### src/rtl/pirdsp_mult_sched_if.sv
// rtl/pirdsp_mult_sched_if.sv - requester, DSP and response signals of the multiplier scheduler
interface pirdsp_mult_sched_if #(
    parameter int NUM_REQ = 4
);
    logic [NUM_REQ-1:0]    req_valid;
    logic [NUM_REQ-1:0]    req_ready;
    logic [NUM_REQ*54-1:0] req_a;
    logic [NUM_REQ*54-1:0] req_b;
    logic [NUM_REQ*4-1:0]  req_mode;
    logic [53:0]           dsp_a;
    logic [53:0]           dsp_b;
    logic [3:0]            dsp_multmode;
    logic                  dsp_issue;
    logic [47:0]           dsp_p;
    logic [NUM_REQ-1:0]    resp_valid;
    logic [47:0]           resp_data;
    logic [3:0]            cur_mode;
    logic                  busy;

    modport master (
        output req_valid, req_a, req_b, req_mode, dsp_p,
        input  req_ready, dsp_a, dsp_b, dsp_multmode, dsp_issue,
        input  resp_valid, resp_data, cur_mode, busy
    );

    modport slave (
        input  req_valid, req_a, req_b, req_mode, dsp_p,
        output req_ready, dsp_a, dsp_b, dsp_multmode, dsp_issue,
        output resp_valid, resp_data, cur_mode, busy
    );
endinterface

### src/rtl/pirdsp_mult_sched.sv
// rtl/pirdsp_mult_sched.sv - round-robin scheduler sharing one pirdsp2 multiplier across requesters
module pirdsp_mult_sched #(
    parameter int         NUM_REQ      = 4,
    parameter int         DSP_LAT      = 3,
    parameter int         SWITCH_GAP   = 2,
    parameter logic [3:0] DEFAULT_MODE = 4'b0111
) (
    input logic                  CLK,
    input logic                  RST,
    pirdsp_mult_sched_if.slave   bus
);
    localparam int PW = (NUM_REQ > 1) ? $clog2(NUM_REQ) : 1;
    localparam int GW = $clog2(SWITCH_GAP + 1) + 1;

    typedef enum logic [1:0] {ST_RUN, ST_DRAIN, ST_SWITCH} state_t;

    state_t              r_state, w_state_nxt;
    logic [PW-1:0]       r_rr_ptr;
    logic                r_lock_v;
    logic [PW-1:0]       r_lock_id;
    logic [3:0]          r_new_mode, r_cur_mode, r_dsp_multmode;
    logic [GW-1:0]       r_gap_cnt;
    logic [53:0]         r_dsp_a, r_dsp_b;
    logic                r_iss_v;
    logic [PW-1:0]       r_iss_id;
    logic [DSP_LAT-1:0]  r_tag_v;
    logic [PW-1:0]       r_tag_id [DSP_LAT];

    logic                w_win_v;
    logic [PW-1:0]       w_win_id;
    logic [PW:0]         w_idx;
    logic [3:0]          w_win_mode;
    logic                w_match, w_hs, w_pipe_empty;

    // The locked requester keeps exclusive claim while it is still asking.
    always_comb begin
        w_win_v  = 1'b0;
        w_win_id = '0;
        w_idx    = '0;
        if (r_lock_v && bus.req_valid[r_lock_id]) begin
            w_win_v  = 1'b1;
            w_win_id = r_lock_id;
        end else begin
            for (int k = 0; k < NUM_REQ; k++) begin
                w_idx = {1'b0, r_rr_ptr} + (PW+1)'(k);
                if (w_idx >= (PW+1)'(NUM_REQ))
                    w_idx = w_idx - (PW+1)'(NUM_REQ);
                if (!w_win_v && bus.req_valid[w_idx[PW-1:0]]) begin
                    w_win_v  = 1'b1;
                    w_win_id = w_idx[PW-1:0];
                end
            end
        end
    end

    assign w_win_mode   = bus.req_mode[int'(w_win_id)*4 +: 4];
    assign w_match      = (w_win_mode == r_cur_mode);
    assign w_hs         = (r_state == ST_RUN) && w_win_v && w_match;
    assign w_pipe_empty = !r_iss_v && (r_tag_v == '0);

    always_comb begin
        w_state_nxt = r_state;
        case (r_state)
            ST_RUN:    if (w_win_v && !w_match) w_state_nxt = ST_DRAIN;
            ST_DRAIN:  if (w_pipe_empty) w_state_nxt = ST_SWITCH;
            ST_SWITCH: if (r_gap_cnt <= GW'(1)) w_state_nxt = ST_RUN;
            default:   w_state_nxt = ST_RUN;
        endcase
    end

    always_ff @(posedge CLK or posedge RST) begin
        if (RST) begin
            r_state        <= ST_RUN;
            r_rr_ptr       <= '0;
            r_lock_v       <= 1'b0;
            r_lock_id      <= '0;
            r_new_mode     <= DEFAULT_MODE;
            r_cur_mode     <= DEFAULT_MODE;
            r_dsp_multmode <= DEFAULT_MODE;
            r_gap_cnt      <= '0;
            r_dsp_a        <= '0;
            r_dsp_b        <= '0;
            r_iss_v        <= 1'b0;
            r_iss_id       <= '0;
            r_tag_v        <= '0;
            for (int i = 0; i < DSP_LAT; i++) r_tag_id[i] <= '0;
        end else begin
            r_state  <= w_state_nxt;
            r_iss_v  <= w_hs;
            r_iss_id <= w_win_id;
            // Tag pipe trails the issue register so the id lines up with dsp_p.
            r_tag_v     <= (r_tag_v << 1) | DSP_LAT'(r_iss_v);
            r_tag_id[0] <= r_iss_id;
            for (int i = 1; i < DSP_LAT; i++) r_tag_id[i] <= r_tag_id[i-1];
            case (r_state)
                ST_RUN: begin
                    if (w_hs) begin
                        r_dsp_a  <= bus.req_a[int'(w_win_id)*54 +: 54];
                        r_dsp_b  <= bus.req_b[int'(w_win_id)*54 +: 54];
                        r_rr_ptr <= (w_win_id == PW'(NUM_REQ-1)) ? '0 : w_win_id + PW'(1);
                        r_lock_v <= 1'b0;
                    end else if (w_win_v) begin
                        r_new_mode <= w_win_mode;
                        r_lock_v   <= 1'b1;
                        r_lock_id  <= w_win_id;
                    end else begin
                        r_lock_v <= 1'b0;
                    end
                end
                ST_DRAIN: begin
                    if (w_pipe_empty) begin
                        r_dsp_multmode <= r_new_mode;
                        r_gap_cnt      <= GW'(SWITCH_GAP);
                    end
                end
                ST_SWITCH: begin
                    if (r_gap_cnt <= GW'(1)) begin
                        r_cur_mode <= r_new_mode;
                        r_lock_v   <= r_lock_v && bus.req_valid[r_lock_id];
                    end else begin
                        r_gap_cnt <= r_gap_cnt - GW'(1);
                    end
                end
                default: ;
            endcase
        end
    end

    assign bus.req_ready    = w_hs ? (NUM_REQ'(1) << w_win_id) : '0;
    assign bus.dsp_a        = r_dsp_a;
    assign bus.dsp_b        = r_dsp_b;
    assign bus.dsp_multmode = r_dsp_multmode;
    assign bus.dsp_issue    = r_iss_v;
    assign bus.resp_valid   = r_tag_v[DSP_LAT-1] ? (NUM_REQ'(1) << r_tag_id[DSP_LAT-1]) : '0;
    assign bus.resp_data    = r_tag_v[DSP_LAT-1] ? bus.dsp_p : '0;
    assign bus.cur_mode     = r_cur_mode;
    assign bus.busy         = r_iss_v || (r_tag_v != '0) || (r_state != ST_RUN);
endmodule

### src/flat_wrapper.sv
// flat-port wrapper written by rule: the top's interface ports become plain ports
module pirdsp_mult_sched_flat 
#(
    parameter int         NUM_REQ      = 4,
    parameter int         DSP_LAT      = 3,
    parameter int         SWITCH_GAP   = 2,
    parameter logic [3:0] DEFAULT_MODE = 4'b0111
)
  (CLK, RST, bus_req_valid, bus_req_a, bus_req_b, bus_req_mode, bus_dsp_p, bus_req_ready, bus_dsp_a, bus_dsp_b, bus_dsp_multmode, bus_dsp_issue, bus_resp_valid, bus_resp_data, bus_cur_mode, bus_busy);
  pirdsp_mult_sched_if #(.NUM_REQ(NUM_REQ)) bus_i ();
  input logic CLK;
  input logic RST;
  input wire logic [$bits(bus_i.req_valid)-1:0] bus_req_valid;
  input wire logic [$bits(bus_i.req_a)-1:0] bus_req_a;
  input wire logic [$bits(bus_i.req_b)-1:0] bus_req_b;
  input wire logic [$bits(bus_i.req_mode)-1:0] bus_req_mode;
  input wire logic [$bits(bus_i.dsp_p)-1:0] bus_dsp_p;
  output wire logic [$bits(bus_i.req_ready)-1:0] bus_req_ready;
  output wire logic [$bits(bus_i.dsp_a)-1:0] bus_dsp_a;
  output wire logic [$bits(bus_i.dsp_b)-1:0] bus_dsp_b;
  output wire logic [$bits(bus_i.dsp_multmode)-1:0] bus_dsp_multmode;
  output wire logic [$bits(bus_i.dsp_issue)-1:0] bus_dsp_issue;
  output wire logic [$bits(bus_i.resp_valid)-1:0] bus_resp_valid;
  output wire logic [$bits(bus_i.resp_data)-1:0] bus_resp_data;
  output wire logic [$bits(bus_i.cur_mode)-1:0] bus_cur_mode;
  output wire logic [$bits(bus_i.busy)-1:0] bus_busy;
  assign bus_i.req_valid = bus_req_valid;
  assign bus_i.req_a = bus_req_a;
  assign bus_i.req_b = bus_req_b;
  assign bus_i.req_mode = bus_req_mode;
  assign bus_i.dsp_p = bus_dsp_p;
  assign bus_req_ready = bus_i.req_ready;
  assign bus_dsp_a = bus_i.dsp_a;
  assign bus_dsp_b = bus_i.dsp_b;
  assign bus_dsp_multmode = bus_i.dsp_multmode;
  assign bus_dsp_issue = bus_i.dsp_issue;
  assign bus_resp_valid = bus_i.resp_valid;
  assign bus_resp_data = bus_i.resp_data;
  assign bus_cur_mode = bus_i.cur_mode;
  assign bus_busy = bus_i.busy;
  pirdsp_mult_sched #(.NUM_REQ(NUM_REQ), .DSP_LAT(DSP_LAT), .SWITCH_GAP(SWITCH_GAP), .DEFAULT_MODE(DEFAULT_MODE)) u_core (.CLK(CLK), .RST(RST), .bus(bus_i));
endmodule
### config.mk
export PLATFORM = sky130hd
export DESIGN_NAME = pirdsp_mult_sched_flat
export DESIGN_NICKNAME = d
export VERILOG_FILES = /design/src/rtl/pirdsp_mult_sched_if.sv /design/src/rtl/pirdsp_mult_sched.sv /design/src/flat_wrapper.sv
export SDC_FILE = /design/constraint.sdc
export NUM_CORES = 1
export LEC_CHECK = 0
export CAP_MARGIN = 20
export CELL_PAD_IN_SITES_DETAIL_PLACEMENT = 0
export CELL_PAD_IN_SITES_GLOBAL_PLACEMENT = 2
export CORE_AREA = 2 2 264 266
export CTS_CLUSTER_DIAMETER = 60
export CTS_CLUSTER_SIZE = 24
export DETAILED_ROUTE_END_ITERATION = 8
export DIE_AREA = 0 0 266 268
export PLACE_DENSITY_LB_ADDON = 0.1
export SETUP_SLACK_MARGIN = 0.4
export SLEW_MARGIN = 10
export SYNTH_ARGS = -nofsm -noshare
export SYNTH_HDL_FRONTEND = slang
export SYNTH_SLANG_ARGS = --single-unit
### constraint.sdc
create_clock -name CLK -period 10.1 [get_ports CLK]
set_clock_uncertainty 0.15 [all_clocks]
set_input_delay 2.02 -clock CLK [delete_from_list [all_inputs] [get_ports CLK]]
set_output_delay 2.02 -clock CLK [all_outputs]
set_load 0.01 [all_outputs]
==> impl_results.md, run 1 <==
* Synth Flop Type: dfrtp_1
* Post-route cell area at 17,800 sq um
* DRC viols at 0
* Share of the synthesized area in the top cell type at 0.347
* Worst min-delay path category: reg -> reg
* Unrepaired setup endpoints after global routing: false
* GPL Wtd Cong at 0.774
* Post-CTS Resized at 0
* FF+latch count, synth at 142
* Synth cell types at 46
* Setup Fix Bufs, Post-CTS at 0
* Worst skew pair latency at 0.47 ns
* Clock power frac at 0.152
* Register area at 3560 sq um
* Fin cells at 2,723
* Number of vias per cell at 4.07
* Top cells by area, synth: dfrtp_1 35%, nand2_1 18%, mux2_2 8.9%, a31oi_1 7.5%, and3_1 7.2%
* Switching part of the total at 0.442
* Filler instances at 7,412
* P_sw at 1.97 mW
* CTS max path bufs at 2
* Most frequent cells in the layout: 675 x clkdlybuf4s50_1, 457 x nand2_1, 133 x dfrtp_1, 115 x a31oi_1, 111 x and3_1
* Comb pwr share at 0.629
* Critical path launch point type: input pin
* WL/cell at 20.7 microns
* Seq/Total Area, Yosys at 0.372
* Yosys warning count at 0
* Max-slew violation count at 0
* Hold Path End: u_core.r_tag_id[4]$_DFF_PP0_
* Fin crit period at 8.30 ns
* Net count, final at 2,332
* Syn_nets at 1,721
* Most common cell after layout, fill and taps aside: clkdlybuf4s50_1
* Final setup fails at 0
* Multi-input logic area at 5570 sq um
* CP Max Fanout at 116
* 1st-iter DRT viols at 427
* VDD IR max at 0.284 mV
* CTS Sinks at 142
* Post-Place Worst Slack at 1.73 ns
* Clock H-tree levels at 4
* Final WL at 56.3 mm
* Worst-Margin Slew at 0.945 ns
* I/O pin cnt at 676
* Post-Syn Area per Cell at 7.92 sq um
* Worst Hold Launch: u_core.r_iss_id[0]$_DFF_PP0_
* Yosys top cell by area: dfrtp_1
* Power per cell area at 251 nW/um^2
* Hold_buf cts at 0
* Placed Area at 17,200 sq um
* HPWL Detailed at 42.5 mm
* Initial core utilization at 0.141
* First-pass GRT wire length at 79.3 mm
* Final Hold Fails at 0
* CP Data Arrival Time at 6.13 ns
* Pleak at 7.50 nW
* Mapped Area at 9590 sq um
* Worst R2R Path Depth at 11
* Max-slew headroom at 0.370
* Synth async-reset ratio at 1.00
* End of the worst register-to-register path: u_core.bus.dsp_b[1]$_DFFE_PP0P_
* CTS buffer count at 17
* Min-Delay Path Depth at 0
* EDFF count, synth at 0
* Worst R2R Setup Slack at 5.28 ns
* Post-DRT Antenna Nets at 0
* Gate Count Post-Synth at 1,210
* Setup TNS at 0 ns
* Total number of vias at 11,100
* Clock root cell: clkbuf_16
* Outcome: completed
* Period utilisation layout at 0.822
* Int Pwr at 2.49 mW
* Gr usage total at 0.154
* Max Cap Viol at 0
* Core area at 68,200 sq um
* Std cell rows at 96
* Sequential share of power at 0.219
* Reg2reg start: u_core.r_lock_id[1]$_DFFE_PP0P_
* Vias in the first global route at 11,600
* Antenna violations before repair at 9
* Placed cell count at 2,684
* Clock transition at the registers of the reported paths at 0.07 ns
* Die H at 268 microns
* Worst setup margin at 1.80 ns
* TritonCTS clock tree: done
* Largest net degree at the start of global routing at 135
* F_max at 120 MHz
* Final Core Density at 0.261
* CP Class: in -> out
* Number of port buffers at 675
* Die width at 266 microns
* Area grow syn2layout at 85.5%
* Worst path required time at 7.93 ns
* DRT Pass-1 Iters at 5
* GR Overflow Total at 0
* DIE AREA at 71,300 sq um
* Setup crit end kind: output pin
* Share of cells above drive strength 1 at 0.0752
[state kept, by name (all words and copies together) (netlist names)]
signal	cells
u_core.bus.dsp_issue	1
u_core.r_gap_cnt	3
u_core.bus.dsp_b	54
u_core.bus.dsp_a	54
u_core.r_state	2
u_core.r_new_mode	4
u_core.bus.dsp_multmode	4
u_core.r_lock_id	2
u_core.r_iss_id	2
u_core.r_tag_v	3
u_core.r_lock_v	1
u_core.r_rr_ptr	2
u_core.bus.cur_mode	4
u_core.r_tag_id	6
[synthesized netlist by cell type, drive strengths merged (3+ instances only)]
master / number
and3: 111
o22ai: 3
nand2b: 5
a22o: 4
a221oi: 5
dfrtp: 133
nor2b: 3
clkbuf: 75
nor2: 8
a21o: 3
inv: 12
nor3: 8
dfstp: 9
ha: 9
nand2: 458
a221o: 4
buf: 21
mux2: 121
o21ai: 14
a31oi: 115
and2: 55
nand3: 8
[through the flow]
stage	power (mW)	hold WS, ns
5_1_grt	4.87	0.208
4_1_cts	4.61	0.202
6_report	4.46	0.199
3_3_place_gp	3.90	0.182
3_5_place_dp	3.89	0.185
2_1_floorplan	2.55	0.181
[metal layers]
| metal | global-route usage | wire, microns |
|---|---|---|
| met5 | 0 | 44 |
| met2 | 0.286 | 29900 |
| met4 | 0.0528 | 1080 |
| met3 | 0.0496 | 4260 |
| met1 | 0.163 | 20900 |
[kinds of logic (layout without fill, tap and decap cells)]
| group | Yosys count | after routing | share of synthesized area |
|---|---|---|---|
| buf+inv | 108 | 732 | 0.0483 |
| mux | 123 | 123 | 0.144 |
| fa+ha+maj | 9 | 9 | 0.0117 |
| other cells | 0 | 7 | 0 |
| flops | 142 | 142 | 0.372 |
| simple gates | 668 | 668 | 0.315 |
| compound gates | 160 | 160 | 0.109 |
[how the worst max path moves through the flow]
stage | cells past startpoint | start | end | slack (ns)
floorplan | 14 | bus_req_valid[3] | bus_req_ready[0] | 3.20
global placement | 12 | bus_req_valid[0] | bus_req_ready[3] | 1.70
detailed placement | 12 | bus_req_valid[2] | bus_req_ready[3] | 1.73
CTS | 12 | bus_req_valid[2] | bus_req_ready[3] | 1.71
global route | 12 | bus_req_valid[2] | bus_req_ready[3] | 1.53
finish | 12 | bus_req_valid[2] | bus_req_ready[3] | 1.80
[final cells by class]
class / count / area share
Timing Repair Buffer: 688 / 0.386
Multi-Input combinational cell: 960 / 0.313
Sequential cell: 142 / 0.200
Tap cell: 882 / 0.0621
Clock buffer: 18 / 0.0247
Clock inverter: 14 / 0.00901
Inverter: 12 / 0.00338
Antenna cell: 7 / 0.000985
[power groups by stage]
stage          clock network [mW]  registers (mW)  logic (mW)
2_1_floorplan                   0            1.06        1.49
3_3_place_gp                    0           0.984        2.92
3_5_place_dp                    0           0.987        2.90
4_1_cts                     0.717           0.982        2.91
5_1_grt                     0.734            1.02        3.12
6_report                    0.678           0.977        2.80
[critical path, stage by stage]
cell	delay (ns)
clkdlybuf4s50_1	0.62
mux2i_1	0.15
o22ai_1	0.26
o31a_2	0.27
inv_8	0.18
a221oi_1	0.59
nor3_1	0.10
or4_1	0.68
nor3_4	0.27
buf_4	0.24
and2_1	0.15
clkdlybuf4s50_1	0.56
(Power assumes the default switching activity.)
==> run 2: changes to the inputs <==
--- a/config.mk
+++ b/config.mk
@@ -8,11 +8,11 @@
 export CAP_MARGIN = 20
 export CELL_PAD_IN_SITES_DETAIL_PLACEMENT = 0
 export CELL_PAD_IN_SITES_GLOBAL_PLACEMENT = 2
-export CORE_AREA = 2 2 264 266
+export CORE_AREA = 2 2 263 265
 export CTS_CLUSTER_DIAMETER = 60
 export CTS_CLUSTER_SIZE = 24
 export DETAILED_ROUTE_END_ITERATION = 8
-export DIE_AREA = 0 0 266 268
+export DIE_AREA = 0 0 265 267
 export PLACE_DENSITY_LB_ADDON = 0.1
 export SETUP_SLACK_MARGIN = 0.4
 export SLEW_MARGIN = 10
==> constraint.sdc (replaced) <==
create_clock -name CLK -period 7.08 [get_ports CLK]
set_clock_uncertainty 0.15 [all_clocks]
set_input_delay 1.416 -clock CLK [delete_from_list [all_inputs] [get_ports CLK]]
set_output_delay 1.416 -clock CLK [all_outputs]
set_load 0.01 [all_outputs]
==> run 2 against run 1 <==
  * Final cell count is 0.29% higher
  * Routed wire length up 4.5%
  * Worst hold slack about the same
  * Sequential power increased by 44%
  * Critical path depth did not move
  * Flip-flop and latch count stayed put
  * Critical path type unchanged
  * Highest routed layer unchanged
==> impl_results.md, run 2 (synthesis results as in run 1) <==
* Outcome: completed
* Area grow syn2layout at 87.1%
* Multi-input logic area at 5610 sq um
* Post-DRT Antenna Nets at 0
* Antenna violations before repair at 17
* Largest stage delay on the critical path at 0.61 ns
* Share of cells above drive strength 1 at 0.0826
* Setup crit end kind: output pin
* Top Family by Delay on Critical Path: buffers and inverters
* Most used cell, CP: clkdlybuf4s50_1
* Placed Area at 17,200 sq um
* Crit path buf inv count at 4
* Period utilisation layout at 0.914
* Die width at 265 microns
* Vias in the first global route at 11,700
* First-pass GRT wire length at 83.3 mm
* Max-slew headroom at 0.355
* Pleak at 7.58 nW
* Slowest cell on crit path: clkdlybuf4s50_1
* Clock root cell: clkbuf_16
* Post-Place Worst Slack at 0.376 ns
* F_max at 155 MHz
* Hold Path End: u_core.r_tag_id[5]$_DFF_PP0_
* Comb pwr share at 0.625
* Worst R2R Setup Slack at 2.38 ns
* GPL Wtd Cong at 0.780
* CP Cell Sequence: clkdlybuf4s50_1, mux2i_1, o22ai_2, o31a_2, inv_8, a221o_1, and3_1, or4_4, nor3_4, buf_4, and2_1, clkdlybuf4s50_1
* Worst R2R Path Depth at 12
* Fin Hold WS at 0.199 ns
* Total number of vias at 11,200
* CTS max path bufs at 2
* Final setup fails at 0
* Die H at 267 microns
* Initial core utilization at 0.141
* CP Max Fanout at 14
* CTS Sinks at 142
* CP Class: in -> out
* Core area at 68,000 sq um
* Most common cell after layout, fill and taps aside: clkdlybuf4s50_1
* DRT Pass-1 Iters at 4
* Overall power consumption at 6.52 mW
* Clock power frac at 0.159
* HPWL Detailed at 44.7 mm
* Max-slew violation count at 0
* Worst-Margin Slew at 0.967 ns
* Worst skew pair latency at 0.48 ns
* Final Core Density at 0.264
* End of the worst register-to-register path: u_core.bus.dsp_a[53]$_DFFE_PP0P_
* Final WL at 58.8 mm
* Final Hold Fails at 0
* Number of port buffers at 675
* Setup TNS at 0 ns
* Worst Hold Launch: u_core.r_iss_id[1]$_DFF_PP0_
* CP Data Arrival Time at 4.90 ns
* WL/cell at 21.5 microns
* DRC viols at 0
* Int Pwr at 3.65 mW
* Gr usage total at 0.164
* Fin crit period at 6.47 ns
* Worst setup margin at 0.609 ns
* Unrepaired setup endpoints after global routing: false
* Most frequent cells in the layout: 675 x clkdlybuf4s50_1, 457 x nand2_1, 133 x dfrtp_1, 115 x a31oi_1, 111 x and3_1
* Max Cap Viol at 0
* Fin cells at 2,731
* Largest net degree at the start of global routing at 141
* Register area at 3560 sq um
* Std cell rows at 96
* Switching part of the total at 0.441
* 1st-iter DRT viols at 359
* Filler instances at 7,387
* GR Overflow Total at 0
* P_sw at 2.87 mW
* Worst min-delay path category: reg -> reg
* TritonCTS clock tree: done
* Reg2reg start: u_core.r_lock_id[1]$_DFFE_PP0P_
* Clock H-tree levels at 4
* CTS buffer count at 17
* Min-Delay Path Depth at 0
* Post-route cell area at 17,900 sq um
* Placed cell count at 2,688
* I/O pin cnt at 676
* VDD IR max at 0.290 mV
* Net count, final at 2,339
* Worst path required time at 5.51 ns
* Power per cell area at 364 nW/um^2
* Critical path launch point type: input pin
* Clock transition at the registers of the reported paths at 0.07 ns
* Number of vias per cell at 4.09
* DIE AREA at 70,800 sq um
* Sequential share of power at 0.216
run 2: cell count changes in the layout (fill, tap and decap cells not counted), moves of 2 or more:
cell	delta
a221oi_1	-4
a221oi_2	+4
buf_4	+5
bufinv_16	+2
clkinv_2	+2
clkinv_4	-3
clkinvlp_4	-2
run 2: how the worst max path moves through the flow:
stage | from | to | slack (ns) | depth (start not counted)
6_report | bus_req_valid[0] | bus_req_ready[0] | 0.61 | 12
5_1_grt | bus_req_valid[0] | bus_req_ready[2] | 0.45 | 12
4_1_cts | bus_req_valid[0] | bus_req_ready[1] | 0.47 | 12
3_5_place_dp | bus_req_valid[0] | bus_req_ready[3] | 0.38 | 11
3_3_place_gp | bus_req_valid[0] | bus_req_ready[3] | 0.44 | 11
2_1_floorplan | bus_req_valid[3] | bus_req_ready[0] | 1.39 | 14
run 2: power by group through the flow:
stage                     sequential, mW  clock [mW]  combinational [mW]
final                               1.41        1.03                4.08
after global routing                1.47        1.12                4.50
after CTS                           1.42        1.09                4.20
after detailed placement            1.43           0                4.18
after global placement              1.43           0                4.17
after floorplan                     1.51           0                2.13
run 2: what timing repair did:
action | CTS | global route
hold buffers | 0 | 0
resized for setup | 0 | 7
endpoints found under the setup margin | 1 | 4
pin swaps | 1 | 0
buffers inserted | 2 | 1
run 2: final cells by class:
cell class,count,share of cell area
timing repair buffer,695,0.387
antenna,8,0.00112
clock inverter,15,0.0116
clock buffer,17,0.0237
multi-input combinational,960,0.313
tap,882,0.0615
inverter,12,0.00335
sequential,142,0.199
run 2: layer usage:
layer	track usage	up-vias	wire length [microns]
li1	-	5393	-
met1	0.168	5325	21600
met2	0.311	383	31700
met3	0.0599	48	4630
met4	0.0409	14	782
met5	0	-	104
==> RTL change (settings of run 2) <==
`DSP_LAT` is set to 3 in 2 places; all go to 6.
--- a/src/rtl/pirdsp_mult_sched.sv
+++ b/src/rtl/pirdsp_mult_sched.sv
@@ -1,7 +1,7 @@
 // rtl/pirdsp_mult_sched.sv - round-robin scheduler sharing one pirdsp2 multiplier across requesters
 module pirdsp_mult_sched #(
     parameter int         NUM_REQ      = 4,
-    parameter int         DSP_LAT      = 3,
+    parameter int         DSP_LAT      = 6,
     parameter int         SWITCH_GAP   = 2,
     parameter logic [3:0] DEFAULT_MODE = 4'b0111
 ) (
--- a/src/flat_wrapper.sv
+++ b/src/flat_wrapper.sv
@@ -2,7 +2,7 @@
 module pirdsp_mult_sched_flat 
 #(
     parameter int         NUM_REQ      = 4,
-    parameter int         DSP_LAT      = 3,
+    parameter int         DSP_LAT      = 6,
     parameter int         SWITCH_GAP   = 2,
     parameter logic [3:0] DEFAULT_MODE = 4'b0111
 )
Behaviour: not the same (Yosys sat finds a counterexample within 10 cycles, from zero or initial values and one cycle with RST high).
==> RTL change against run 2 <==
  * Final cell count is 0.40% lower
  * Count of clock-buffer cells in the layout rose by 4
  * Via count fell by 3.0%
  * Combinational power increased by 4%
  * Wire length down 7.3%
  * Maximum frequency grew 1.4%
  * Total power rose by 2.6%
  * Cell area about the same
  * Synthesized area increased by 1.3%
  * Highest routed layer unchanged
  * Setup slack gained 0.090 ns
  * Sequential cell count up 9
  * Core utilization hardly changed
==> RTL change: results (changes against run 2) <==
{
  "routed-wl-met3": {"value": 3370, "unit": "um", "change": "-27%"},
  "arrival_time_of_data_at_the_critical_path_endpoint": {"value": 4.81, "unit": "ns", "change": "-0.09 ns"},
  "grt_util_met1": {"value": 0.163, "change": "-0.00504"},
  "drt_iter0_markers": {"value": 377, "change": "+5.0%"},
  "power_dissipated_by_switching_net_loads": {"value": 0.00291, "unit": "W", "change": "+1.3%"},
  "hold-worst-slack": {"value": 0.198, "unit": "ns", "change": "-0.000984 ns"},
  "post_cts_buffers": {"value": 1, "change": "-1"},
  "post_synth_top_cells": "nand2_1 (448), dfrtp_1 (142), a31oi_1 (118)",
  "filler_cell_count": {"value": 7401, "change": "+0.19%"},
  "end_of_the_worst_register_to_register_path": "u_core.bus.dsp_a[42]$_DFFE_PP0P_",
  "hold_worst_path_end": "u_core.r_tag_id[7]$_DFF_PP0_",
  "detail_route.vias_per_cell": {"value": 3.98, "change": "-2.6%"},
  "globalRouteMet3Util": {"value": 0.0471, "change": "-0.0128"},
  "grtUsageMet2": {"value": 0.278, "change": "-0.0336"},
  "slowest_stage": "buf_4",
  "status": "completed",
  "wl_met2": {"value": 29400, "unit": "um", "change": "-7.2%"},
  "grt_pass1_vias": {"value": 11400, "change": "-2.7%"},
  "static-leakage-power": {"value": 7.46, "unit": "nW", "change": "-1.5%"},
  "routabilityCongestion": {"value": 0.785, "change": "+0.64%"},
  "wirelength_met1": {"value": 20900, "unit": "um", "change": "-3.4%"},
  "finish.net_count": {"value": 2324, "change": "-0.64%"},
  "antenna_violations_before_repair": {"value": 15, "change": "-2"},
  "sequentialPowerShare": {"value": 0.228, "change": "+0.012"},
  "synth_cell_types": {"value": 41, "change": "-11%"},
  "min-delay-start": "u_core.r_tag_id[9]$_DFF_PP0_",
  "synth_top_cells_by_area": "dfrtp_1 (37%), nand2_1 (17%), mux2_2 (7.9%)",
  "maxSlewHeadroom": {"value": 0.322, "change": "-0.0330"},
  "globalRouteTotalUtil": {"value": 0.152, "change": "-0.0120"},
  "regToRegSetupSlack": {"value": 2.73, "unit": "ns", "change": "+0.35 ns"},
  "crit_path_max_incr_delay": {"value": 0.65, "unit": "ns", "change": "+0.04 ns"},
  "grt_start_max_net_pins": {"value": 171, "change": "+21%"},
  "swShare": {"value": 0.435, "change": "-0.00558"},
  "power.ir.vdd_worst": {"value": 0.328, "unit": "mV", "change": "+13%"},
  "grt_first_pass_wirelength": {"value": 78000, "unit": "um", "change": "-6.4%"},
  "post-dp-hpwl": {"value": 40700, "unit": "um", "change": "-9.0%"}
}
-- RTL change: kinds of logic after synthesis --
kind of cell | after synthesis | synth area share
flip-flops | 151 | 0.390
adder cells (fa/ha/maj) | 9 | 0.0116
buffers and inverters | 115 | 0.0531
AND/OR/NAND/NOR | 630 | 0.290
multiplexers | 131 | 0.151
AO/OA/AOI/OAI | 151 | 0.0996
XOR/XNOR | 4 | 0.00361
-- RTL change: critical path: cells and delay by family --
kind	cells	cell delay, ns
simple gates	1	0.14
compound gates	1	0.40
buf+inv	5	2.02
fa+ha+maj	1	0.24
mux	2	0.59
-- RTL change: worst max path at each step --
| stage | startpoint | endpoint | slack (ns) | depth (start not counted) |
|---|---|---|---|---|
| 2_1_floorplan | RST | u_core.bus.cur_mode[3]$_DFFE_PP0P_ | 1.46 | 1 |
| 3_3_place_gp | bus_req_valid[3] | bus_req_ready[3] | 0.42 | 11 |
| 3_5_place_dp | bus_req_valid[3] | bus_req_ready[2] | 0.39 | 11 |
| 4_1_cts | bus_req_valid[3] | bus_req_ready[2] | 0.42 | 11 |
| 5_1_grt | bus_req_valid[0] | bus_req_ready[3] | 0.40 | 10 |
| 6_report | bus_req_valid[0] | bus_req_ready[3] | 0.70 | 10 |
-- RTL change: area by class of cell --
cell class,instances,share of cell area
Timing Repair Buffer,697,0.387
Multi-Input combinational cell,925,0.304
Sequential cell,151,0.211
Tap cell,882,0.0615
Clock buffer,21,0.0245
Clock inverter,11,0.00565
Inverter,21,0.00509
Antenna cell,12,0.00167
-- RTL change: through the flow --
step	setup WS (ns)	cell area, um2	std cells	util
after floorplan	1.46	9710	1191	-
after global placement	0.417	17300	2670	0.255
after detailed placement	0.387	17300	2670	0.255
after CTS	0.419	17900	2703	0.263
after global routing	0.402	18000	2720	0.264
final	0.700	18000	2720	0.264
